[src/rtl/serial_add_sub_pkg.sv]
// Shared definitions for the bit-serial adder family: FSM state encodings and
// the legal operand-width range.
package serial_add_sub_pkg;

    typedef enum logic [1:0] {
        ST_IDLE = 2'd0,
        ST_RUN  = 2'd1,
        ST_DONE = 2'd2
    } state_t;

    localparam int WIDTH_MIN = 2;
    localparam int WIDTH_MAX = 32;

    function automatic bit width_ok(input int w);
        return (w >= WIDTH_MIN) && (w <= WIDTH_MAX);
    endfunction

endpackage

[src/rtl/serial_add_sub_if.sv]
// Request/result bundle of the bit-serial adder; master launches operations,
// slave (the adder) returns status and the captured result.
interface serial_add_sub_if #(
    parameter int WIDTH = 8
);
    logic             start;
    logic             sub;
    logic             cin;
    logic [WIDTH-1:0] a;
    logic [WIDTH-1:0] b;
    logic             busy;
    logic             done;
    logic [WIDTH-1:0] sum;
    logic             cout;
    logic             ovf;

    modport master (
        output start, sub, cin, a, b,
        input  busy, done, sum, cout, ovf
    );

    modport slave (
        input  start, sub, cin, a, b,
        output busy, done, sum, cout, ovf
    );
endinterface

[src/rtl/serial_add_sub_full_adder_bit.sv]
// Single-bit combinational full adder; the only arithmetic cell of the serial adder.
module full_adder_bit (
    input  logic a,
    input  logic b,
    input  logic cin,
    output logic sum,
    output logic cout
);
    assign sum  = a ^ b ^ cin;
    assign cout = (a & b) | (cin & (a ^ b));
endmodule

[src/rtl/serial_add_sub.sv]
// Bit-serial adder/subtractor: one full-adder cell, one bit per clock LSB first,
// carry held in a flip-flop between bits.
module serial_add_sub
    import serial_add_sub_pkg::*;
#(
    parameter int WIDTH = 8
) (
    input  logic             clk,
    input  logic             rst_n,
    serial_add_sub_if.slave  bus
);
    localparam int CNT_W = $clog2(WIDTH + 1);
    localparam logic [CNT_W-1:0] CNT_LAST = CNT_W'(WIDTH - 1);
    localparam logic [CNT_W-1:0] CNT_MSB  = CNT_W'(WIDTH - 2);

    if (!width_ok(WIDTH)) begin : g_width_chk
        $error("serial_add_sub: WIDTH out of range 2..32");
    end

    state_t           state, state_nxt;
    logic             accept;
    logic [CNT_W-1:0] count;
    logic [WIDTH-1:0] op_a, op_b, res;
    logic [WIDTH-1:0] sum_q;
    logic             carry, carry_msb, cout_q, ovf_q;
    logic             fa_sum, fa_cout;

    full_adder_bit u_fa (
        .a    (op_a[0]),
        .b    (op_b[0]),
        .cin  (carry),
        .sum  (fa_sum),
        .cout (fa_cout)
    );

    always_comb begin
        state_nxt = state;
        accept    = 1'b0;
        case (state)
            ST_IDLE: begin
                if (bus.start) begin
                    state_nxt = ST_RUN;
                    accept    = 1'b1;
                end
            end
            ST_RUN: begin
                if (count == CNT_LAST) state_nxt = ST_DONE;
            end
            ST_DONE: begin
                if (bus.start) begin
                    state_nxt = ST_RUN;
                    accept    = 1'b1;
                end else begin
                    state_nxt = ST_IDLE;
                end
            end
            default: state_nxt = ST_IDLE;
        endcase
    end

    always_ff @(posedge clk or negedge rst_n) begin
        if (!rst_n) state <= ST_IDLE;
        else        state <= state_nxt;
    end

    // Subtraction is a + ~b + ~borrow, so the inversion happens once at capture.
    always_ff @(posedge clk or negedge rst_n) begin
        if (!rst_n) begin
            op_a      <= '0;
            op_b      <= '0;
            res       <= '0;
            count     <= '0;
            carry     <= 1'b0;
            carry_msb <= 1'b0;
            sum_q     <= '0;
            cout_q    <= 1'b0;
            ovf_q     <= 1'b0;
        end else if (accept) begin
            op_a  <= bus.a;
            op_b  <= bus.sub ? ~bus.b : bus.b;
            carry <= bus.cin ^ bus.sub;
            count <= '0;
        end else if (state == ST_RUN) begin
            res   <= {fa_sum, res[WIDTH-1:1]};
            op_a  <= op_a >> 1;
            op_b  <= op_b >> 1;
            carry <= fa_cout;
            count <= count + CNT_W'(1);
            if (count == CNT_MSB) carry_msb <= fa_cout;
            if (count == CNT_LAST) begin
                sum_q  <= {fa_sum, res[WIDTH-1:1]};
                cout_q <= fa_cout;
                ovf_q  <= carry_msb ^ fa_cout;
            end
        end
    end

    assign bus.busy = (state == ST_RUN);
    assign bus.done = (state == ST_DONE);
    assign bus.sum  = sum_q;
    assign bus.cout = cout_q;
    assign bus.ovf  = ovf_q;

endmodule

[src/flat_wrapper.sv]
// flat-port wrapper written by rule: the top's interface ports become plain ports
module serial_add_sub_flat import serial_add_sub_pkg::*;
#(
    parameter int WIDTH = 8
)
  (clk, rst_n, bus_start, bus_sub, bus_cin, bus_a, bus_b, bus_busy, bus_done, bus_sum, bus_cout, bus_ovf);
  serial_add_sub_if #(.WIDTH(WIDTH)) bus_i ();
  input  logic clk;
  input  logic rst_n;
  input wire logic [$bits(bus_i.start)-1:0] bus_start;
  input wire logic [$bits(bus_i.sub)-1:0] bus_sub;
  input wire logic [$bits(bus_i.cin)-1:0] bus_cin;
  input wire logic [$bits(bus_i.a)-1:0] bus_a;
  input wire logic [$bits(bus_i.b)-1:0] bus_b;
  output wire logic [$bits(bus_i.busy)-1:0] bus_busy;
  output wire logic [$bits(bus_i.done)-1:0] bus_done;
  output wire logic [$bits(bus_i.sum)-1:0] bus_sum;
  output wire logic [$bits(bus_i.cout)-1:0] bus_cout;
  output wire logic [$bits(bus_i.ovf)-1:0] bus_ovf;
  assign bus_i.start = bus_start;
  assign bus_i.sub = bus_sub;
  assign bus_i.cin = bus_cin;
  assign bus_i.a = bus_a;
  assign bus_i.b = bus_b;
  assign bus_busy = bus_i.busy;
  assign bus_done = bus_i.done;
  assign bus_sum = bus_i.sum;
  assign bus_cout = bus_i.cout;
  assign bus_ovf = bus_i.ovf;
  serial_add_sub #(.WIDTH(WIDTH)) u_core (.clk(clk), .rst_n(rst_n), .bus(bus_i));
endmodule
[config.mk]
export PLATFORM = sky130hd
export DESIGN_NAME = serial_add_sub_flat
export DESIGN_NICKNAME = d
export VERILOG_FILES = /design/src/rtl/serial_add_sub_pkg.sv /design/src/rtl/serial_add_sub_if.sv /design/src/rtl/serial_add_sub_full_adder_bit.sv /design/src/rtl/serial_add_sub.sv /design/src/flat_wrapper.sv
export SDC_FILE = /design/constraint.sdc
export NUM_CORES = 1
export LEC_CHECK = 0
export BUFFER_PORTS_ARGS = -buffer_cell sky130_fd_sc_hd__buf_2
export CAP_MARGIN = 30
export CORE_MARGIN = 4
export CORE_UTILIZATION = 59
export CTS_CLUSTER_DIAMETER = 200
export DETAILED_ROUTE_END_ITERATION = 6
export PLACE_DENSITY = 0.8
export SLEW_MARGIN = 20
export SYNTH_ARGS = -nofsm -noshare
export SYNTH_HDL_FRONTEND = slang
export SYNTH_SLANG_ARGS = --single-unit
[constraint.sdc]
create_clock -name clk -period 4.3 [get_ports clk]
set_clock_uncertainty 0.2 [all_clocks]
set_input_delay 0.86 -clock clk [delete_from_list [all_inputs] [get_ports clk]]
set_output_delay 0.86 -clock clk [all_outputs]
set_load 0.005 [all_outputs]
==> out/qor.txt, run 1 <==
top cells by count, synth: nand2_1 (49), dfrtp_1 (41), nor2_1 (17)
die width: 64.5 um
post-DR wirelength/cell: 12.7 um
Synth cell types: 33
proportion of layout cells with a drive suffix above 1: 0.249
min Tclk post-route: 3170 ps
CP top delay family: buffers and inverters
most frequent cell after synthesis: nand2_1
CTS H-tree lvls: 2
hold bufs inserted after CTS: 0
Async SR Flop Fraction: 1.00
# port buffers: 32
Peak Freq: 315 MHz
I/O pin total: 33
post_cts resized: 0
clk sinks: 41
most used flip-flop cell after synthesis: dfrtp_1
combinational share of power: 0.388
Leak: 0.00104 uW
initial antenna violation count: 0
core area: 0.00305 mm2
height of the die: 64.5 um
CTS Buffer Depth: 2
Reg power frac: 0.477
FF-to-FF setup slack: 1710 ps
Worst Path Max Fanout: 30
Syn Inst Count: 180
# setup viols final: 0
Max IR drop VDD: 0.296 mV
Sw Share: 0.363
Congestion Overflow GR: 0
synthesized flop and latch total: 41
RSZ-0062 raised after global routing: no
top cells by area, synth: dfrtp_1 (55%), nand2_1 (9.8%), mux2_4 (6.4%)
synthesized area per cell: 10.4 um2
final wirelength: 3.21 mm
Crit-path slowest cell: nand2b_1
Worst setup SP type: register
Initial Utilization: 0.616
fin area: 0.00211 mm2
Final Max Slew Viols: 0
Cell Area, Placed: 0.00201 mm2
Die ar.: 0.00415 mm2
Layout Nets: 233
total track usage: 0.174
first-pass detailed-route iteration total: 4
portion of total power attributed to the clock network: 0.134
Layout fillers: 243
Num CTS Buffers: 5
Detailed Route Iter0 Violations: 57
Clock Latency Late Sink: 330 ps
Final Hold Viols: 0
Crit Path Category: register to output pin
CTS tree: built
max_slew headroom: 0.410
DRC errors left: 0
Synth area leader: dfrtp_1
vias in the first global route: 1314
warnings from Yosys: 0
max incr delay on CP: 650 ps
vias per cell: 5.23
largest net degree at the start of global routing: 42
synthesized area: 0.00188 mm2
Crit path required time: 3240 ps
Multi-input gate area: 763 um2
routability cong.: 0.751
hpwl dp: 2.22 mm
WP buf/inv: 2
Worst Setup End Kind: output pin
Hold Crit Class: primary input to async pin
Internal Pwr Total: 894 uW
Post-synth EDFFs: 0
Worst-Margin Slew: 885 ps
Max-Cap Viols: 0
crit-path cells: nand2b_1 > inv_2 > buf_2
sequential area share after synthesis: 0.546
Pwr Density: 666 mW/mm2
setup bufs post-CTS: 0
vias: 1324
ant diodes: 0
first-pass GRT wire length: 5.58 mm
Reg area: 0.00103 mm2
Synth top area share: 0.546
Clk pin slew, worst setup/hold paths: 100 ps
synthesis-to-layout area growth: 12.0%
P_sw: 509 uW
Core Rows: 20
fin crit share: 0.738
worst path arrival time: 2110 ps
outcome: finished clean
Root Driver: clkbuf_4
Post-DRT Antenna Nets: 0
Post-Route Setup TNS: 0 ps
Syn Nets: 204
Hold WS: 258 ps
-- cells by family after synthesis --
family	after synthesis	synth area share
simple gates	78	0.174
buf+inv	14	0.0486
mux	11	0.0812
compound gates	21	0.0705
flops	41	0.546
fa+ha+maj	3	0.0240
xor+xnor	12	0.0559
-- power groups by stage --
stage / combinational, uW / clock, uW / sequential, uW
after floorplan: 452 / 0 / 659
after global placement: 522 / 0 / 669
after detailed placement: 543 / 0 / 681
after CTS: 547 / 195 / 672
after global routing: 619 / 220 / 695
final: 545 / 188 / 670
-- stage by stage --
stage          utilization  worst slack, ps  total power (uW)  cells
6_report             0.690             1130              1400    253
2_1_floorplan            -             2290              1110    180
5_1_grt              0.690              878              1530    253
3_3_place_gp         0.659             1540              1190    244
3_5_place_dp         0.659             1500              1220    244
4_1_cts              0.677             1080              1410    251
-- layout make-up --
class | count | area share
clock buffer | 7 | 0.0261
inverter | 2 | 0.00357
multi-input combinational | 125 | 0.362
sequential | 41 | 0.487
tap | 44 | 0.0261
timing repair buffer | 34 | 0.0945
-- layer usage --
layer	track usage	routed length, um	vias to the layer above	part of all wire
li1	-	-	648	-
met1	0.197	1390	623	0.43
met2	0.300	1530	45	0.48
met3	0.0503	223	8	0.070
met4	0.0818	61	0	0.019
met5	0	0	-	0
-- worst register-to-register path: cells and delay by family, from the launching register on --
family,cells,cell delay (ps)
flip-flops,1,400
buffers and inverters,1,610
multiplexers,1,360
AND/OR/NAND/NOR,2,910
-- placed cells by master, fill, tap and decap left out, types with 3 or more instances in the layout --
cell	netlist	routed
clkbuf_4	0	5
a31oi_1	12	12
nor2_1	17	17
xor2_1	10	10
nand2_1	49	49
dfrtp_1	41	41
buf_2	1	32
mux2_4	8	8
a21oi_1	3	3
-- state kept, by name, indices dropped and copies added, names as in the netlist --
signal	cells
u_core.op_b	8
u_core.state	2
u_core.carry	1
u_core.bus.ovf	1
u_core.carry_msb	1
u_core.bus.sum	8
u_core.res	7
u_core.count	4
u_core.bus.cout	1
u_core.op_a	8
-- final timing paths --
| kind | startpoint | endpoint | cells past startpoint |
|---|---|---|---|
| worst max-delay path | u_core.state[0]$_DFFE_PN0P_ | bus_busy | 3 |
| worst min-delay path | rst_n | u_core.bus.sum[0]$_DFFE_PN0P_ | 1 |
| worst max register to register | u_core.state[1]$_DFFE_PN0P_ | u_core.bus.cout$_DFFE_PN0P_ | 4 |
| worst min register to register | u_core.res[1]$_DFFE_PN0P_ | u_core.res[1]$_DFFE_PN0P_ | 2 |
| max in group asynchronous | rst_n | u_core.carry_msb$_DFFE_PN0P_ | 2 |
| min in group clk | u_core.res[1]$_DFFE_PN0P_ | u_core.res[1]$_DFFE_PN0P_ | 2 |
(Power assumes the default switching activity.)
==> inputs of run 2 (changes only) <==
CORE_UTILIZATION = 55   (was 59)
PLACE_DENSITY = 0.76   (was 0.8)
clock period = 3 ns   (was 4.3 ns; I/O delays follow)
==> out/qor.txt, run 2 (synthesis gave the netlist of run 1 again) <==
CTS H-tree lvls: 2 (unchanged)
DRC errors left: 0 (unchanged)
height of the die: 66.5 um (was 64.5 um)
Initial Utilization: 0.596 (was 0.616)
worst path arrival time: 1510 ps (was 2110 ps)
core area: 0.00315 mm2 (was 0.00305 mm2)
vias per cell: 5.18 (was 5.23)
RSZ-0062 raised after global routing: no (unchanged)
Num CTS Buffers: 5 (unchanged)
die width: 66.5 um (was 64.5 um)
Congestion Overflow GR: 0 (unchanged)
CTS tree: built (unchanged)
outcome: finished clean (unchanged)
Worst Setup End Kind: output pin (unchanged)
Worst setup SP type: register (unchanged)
hold path depth: 3
vias in the first global route: 1313 (was 1314)
Final Hold Viols: 0 (unchanged)
initial antenna violation count: 0 (unchanged)
Root Driver: clkbuf_4 (unchanged)
Multi-input gate area: 763 um2 (unchanged)
post_cts resized: 0 (unchanged)
Reg area: 0.00103 mm2 (unchanged)
routability cong.: 0.715 (was 0.751)
# setup viols final: 0 (unchanged)
max_slew headroom: 0.676 (was 0.410)
Clock Latency Late Sink: 350 ps (was 330 ps)
Die ar.: 0.00442 mm2 (was 0.00415 mm2)
final wirelength: 3.44 mm (was 3.21 mm)
FF-to-FF setup slack: 1040 ps (was 1710 ps)
I/O pin total: 33 (unchanged)
hpwl dp: 2.33 mm (was 2.22 mm)
Hold Path Sink: u_core.op_a[0]$_DFFE_PN0P_
Crit path required time: 2200 ps (was 3240 ps)
Worst-Margin Slew: 486 ps (was 885 ps)
Max IR drop VDD: 0.484 mV (was 0.296 mV)
first-pass GRT wire length: 5.78 mm (was 5.58 mm)
largest net degree at the start of global routing: 42 (unchanged)
Max-Cap Viols: 0 (unchanged)
first-pass detailed-route iteration total: 4 (unchanged)
ant diodes: 0 (unchanged)
most frequent cells in the layout: nand2_1 (49), dfrtp_1 (41), buf_2 (32), nor2_1 (17), a31oi_1 (12) (unchanged)
Peak Freq: 433 MHz
total track usage: 0.178 (was 0.174)
Post-Route Setup TNS: 0 ps (unchanged)
Core Rows: 20 (unchanged)
Clk pin slew, worst setup/hold paths: 110 ps (was 100 ps)
fin crit share: 0.769
synthesis-to-layout area growth: 14.5% (was 12.0%)
Final Max Slew Viols: 0 (unchanged)
Detailed Route Iter0 Violations: 63 (was 57)
# port buffers: 32 (unchanged)
setup bufs post-CTS: 0 (unchanged)
Crit Path Category: register to output pin (unchanged)
Hold Crit Class: primary input to register (was primary input to async pin)
fin area: 0.00215 mm2 (was 0.00211 mm2)
commonest non-fill, non-tap cell in the layout: nand2_1 (unchanged)
vias: 1331 (was 1324)
CTS Buffer Depth: 2 (unchanged)
clk sinks: 41 (unchanged)
FF-to-FF End: u_core.bus.cout$_DFFE_PN0P_ (unchanged)
Leak: 0.00107 uW (was 0.00104 uW)
min Tclk post-route: 2310 ps
FF-to-FF path depth: 4 (unchanged)
proportion of layout cells with a drive suffix above 1: 0.258 (was 0.249)
FF-to-FF Start: u_core.state[1]$_DFFE_PN0P_ (unchanged)
Cell Area, Placed: 0.00203 mm2 (was 0.00201 mm2)
Worst Path Max Fanout: 30 (unchanged)
hold_sp: bus_a[0]
Pwr Density: 998 mW/mm2 (was 666 mW/mm2)
post-DR wirelength/cell: 13.4 um (was 12.7 um)
Post-DRT Antenna Nets: 0 (unchanged)
Layout Nets: 236 (was 233)
Layout fillers: 269 (was 243)
run 2: worst max path at each step:
stage / startpoint / end / depth (start not counted)
2_1_floorplan: u_core.state[1]$_DFFE_PN0P_ / bus_busy / 5
3_5_place_dp: bus_start / u_core.op_a[1]$_DFFE_PN0P_ / 4
5_1_grt: u_core.state[1]$_DFFE_PN0P_ / bus_busy / 3
6_report: u_core.state[1]$_DFFE_PN0P_ / bus_busy / 3
4_1_cts: u_core.state[1]$_DFFE_PN0P_ / bus_busy / 3
3_3_place_gp: bus_start / u_core.op_a[1]$_DFFE_PN0P_ / 4
run 2: worst max-delay path, cell delays in order, from the launching register on:
cell      delay (ps)
dfrtp_1          410
nand2b_1         170
inv_2            370
buf_2            210
run 2: power breakdown:
group	total, uW	switching, uW	internal (uW)
Sequential	967	164	803
Clock	373	174	199
Combinational	810	428	381
run 2: through the flow:
stage          setup WS (ps)  hold WS (ps)  power, uW  utilization  instances
2_1_floorplan           1250           104       1590            -        180
3_3_place_gp            1030           261       1730        0.643        246
3_5_place_dp             956           269       1780        0.643        246
4_1_cts                  673           177       2160        0.670        254
5_1_grt                  587           245       2320        0.683        257
6_report                 692           267       2150        0.683        257
run 2: layout make-up:
cell class,instances,area share
sequential,41,0.476
timing repair buffer,37,0.101
multi-input combinational,125,0.354
inverter,2,0.00349
tap,44,0.0256
clock buffer,7,0.0256
clock inverter,1,0.0139
run 2: repair_timing:
| item | in CTS | in global routing |
|---|---|---|
| hold endpoints to repair | 0 | 10 |
| setup endpoints to repair | 0 | 0 |
| hold buffers | 0 | 1 |
run 2: layer usage:
| metal | track usage | wire length (um) | up-vias |
|---|---|---|---|
| li1 | - | - | 651 |
| met1 | 0.216 | 1510 | 642 |
| met2 | 0.294 | 1690 | 31 |
| met3 | 0.0422 | 169 | 7 |
| met4 | 0.0914 | 74 | 0 |
| met5 | 0 | 0 | - |
==> inputs of run 3 (changes only) <==
CORE_UTILIZATION = 49   (was 55)
PLACE_DENSITY = 0.71   (was 0.76)
clock period = 2 ns   (was 3 ns; I/O delays follow)
==> out/qor.txt, run 3 (synthesis gave the netlist of run 1 again) <==
Core Rows: 22 (was 20)
most frequent cells in the layout: nand2_1 (49), dfrtp_1 (41), buf_2 (32), nor2_1 (17), a31oi_1 (12) (unchanged)
Post-DRT Antenna Nets: 0 (unchanged)
max_slew headroom: 0.686 (was 0.676)
hpwl dp: 2.34 mm (was 2.33 mm)
routability cong.: 0.729 (was 0.715)
Final Max Slew Viols: 0 (unchanged)
Worst setup SP type: register (unchanged)
P_sw: 1160 uW (was 766 uW)
CTS Buffer Depth: 2 (unchanged)
Hold WS: 140 ps (was 267 ps)
Clock Latency Late Sink: 290 ps (was 350 ps)
synthesis-to-layout area growth: 18.2% (was 14.5%)
vias in the first global route: 1254 (was 1313)
final wirelength: 3.31 mm (was 3.44 mm)
Worst Setup End Kind: output pin (unchanged)
Root Driver: clkbuf_8 (was clkbuf_4)
Congestion Overflow GR: 0 (unchanged)
die width: 70.0 um (was 66.5 um)
RSZ-0062 raised after global routing: no (unchanged)
height of the die: 70.0 um (was 66.5 um)
vias per cell: 5.00 (was 5.18)
Crit Path Category: register to output pin (unchanged)
CTS tree: built (unchanged)
commonest non-fill, non-tap cell in the layout: nand2_1 (unchanged)
proportion of layout cells with a drive suffix above 1: 0.270 (was 0.258)
Final Hold Viols: 0 (unchanged)
Reg power frac: 0.419 (was 0.450)
Layout Nets: 238 (was 236)
Layout fillers: 327 (was 269)
pre-CTS setup slack: 293 ps (was 956 ps)
Leak: 0.00110 uW (was 0.00107 uW)
min Tclk post-route: 1870 ps
clk sinks: 41 (unchanged)
I/O pin total: 33 (unchanged)
# port buffers: 32 (unchanged)
first-pass detailed-route iteration total: 4 (unchanged)
outcome: finished clean (unchanged)
Sw Share: 0.334 (was 0.356)
worst path arrival time: 1270 ps (was 1510 ps)
Num CTS Buffers: 5 (unchanged)
Worst-Margin Slew: 471 ps (was 486 ps)
largest net degree at the start of global routing: 31 (was 42)
post-DR wirelength/cell: 12.6 um (was 13.4 um)
Die ar.: 0.00489 mm2 (was 0.00442 mm2)
Initial Utilization: 0.510 (was 0.596)
Pwr Density: 1560 mW/mm2 (was 998 mW/mm2)
Worst Path Max Fanout: 19 (was 30)
Detailed Route Iter0 Violations: 47 (was 63)
Peak Freq: 535 MHz
Hold Crit Class: primary input to register (unchanged)
Clk pin slew, worst setup/hold paths: 80 ps (was 110 ps)
Post-Route Setup TNS: 0 ps (unchanged)
initial antenna violation count: 0 (unchanged)
core area: 0.00369 mm2 (was 0.00315 mm2)
DRC errors left: 0 (unchanged)
first-pass GRT wire length: 5.58 mm (was 5.78 mm)
Max IR drop VDD: 0.669 mV (was 0.484 mV)
Crit path required time: 1400 ps (was 2200 ps)
ant diodes: 0 (unchanged)
Setup WS post-layout: 132 ps (was 692 ps)
fin crit share: 0.934
total track usage: 0.144 (was 0.178)
CTS H-tree lvls: 2 (unchanged)
combinational share of power: 0.359 (was 0.377)
Max-Cap Viols: 0 (unchanged)
portion of total power attributed to the clock network: 0.223 (was 0.173)
Internal Pwr Total: 2310 uW (was 1380 uW)
# setup viols final: 0 (unchanged)
vias: 1316 (was 1331)
-- run 3: changes by cell type in the layout (fill, tap and decap cells not counted) --
cell,change
buf_4,+2
clkbuf_4,-5
bufinv_16,+1
clkbuf_1,-1
clkinv_2,+1
clkbuf_8,+4
-- run 3: area by class of cell --
type / instances / area [um2] / share of cell area
inverters: 2 / 7.51 / 0.00338
repair buffers: 39 / 231 / 0.104
well taps: 48 / 60.1 / 0.0270
clock buffers: 5 / 68.8 / 0.0310
multi-input cells: 125 / 763 / 0.343
flip-flops and latches: 41 / 1030 / 0.462
clock inverters: 3 / 65.1 / 0.0293
-- run 3: critical path, cell delays in order (launching register included) --
cell,delay (ps)
dfrtp_1,400
nand2b_1,180
inv_2,80
buf_6,180
buf_2,140
-- run 3: repair_timing --
| action | CTS | global route |
|---|---|---|
| resized for setup | 0 | 1 |
| endpoints found under the hold margin | 19 | 0 |
| hold buffers | 1 | 0 |
| endpoints found under the setup margin | 0 | 1 |
| buffers inserted | 0 | 0 |
-- run 3: metrics by stage --
step / cell area (um2) / power (uW) / instances / util
6_report: 2220 / 3470 / 263 / 0.602
4_1_cts: 2220 / 3510 / 263 / 0.601
3_3_place_gp: 2070 / 2660 / 254 / 0.562
2_1_floorplan: 1880 / 2390 / 180 / -
3_5_place_dp: 2070 / 2720 / 254 / 0.562
5_1_grt: 2220 / 3730 / 263 / 0.602
-- run 3: per-layer routing --
metal  global-route usage  wire (um)  share of wire  vias to the layer above
met5                    0          0              0                        -
met4               0.0511         40          0.012                        0
met3               0.0518        161          0.049                        6
met2                0.228       1540           0.47                       29
met1                0.183       1570           0.47                      621
li1                     -          -              -                      660
-- run 3: power groups by stage --
stage | logic (uW) | registers (uW) | clock network (uW)
global placement | 1200 | 1450 | 0
detailed placement | 1260 | 1460 | 0
floorplan | 971 | 1420 | 0
global route | 1410 | 1500 | 829
CTS | 1260 | 1450 | 795
finish | 1240 | 1450 | 771
-- run 3: path summary, 6_finish.rpt --
check	slack [ps]	endpoint	startpoint	depth (start not counted)
min in group asynchronous	390	u_core.bus.sum[0]$_DFFE_PN0P_	rst_n	2
min	140	u_core.op_a[7]$_DFFE_PN0P_	bus_a[7]	3
min reg2reg	280	u_core.res[1]$_DFFE_PN0P_	u_core.res[1]$_DFFE_PN0P_	2
max reg2reg	290	u_core.bus.cout$_DFFE_PN0P_	u_core.count[0]$_DFFE_PN0P_	4
max in group asynchronous	740	u_core.op_a[3]$_DFFE_PN0P_	rst_n	3
max	130	bus_busy	u_core.state[1]$_DFFE_PN0P_	4
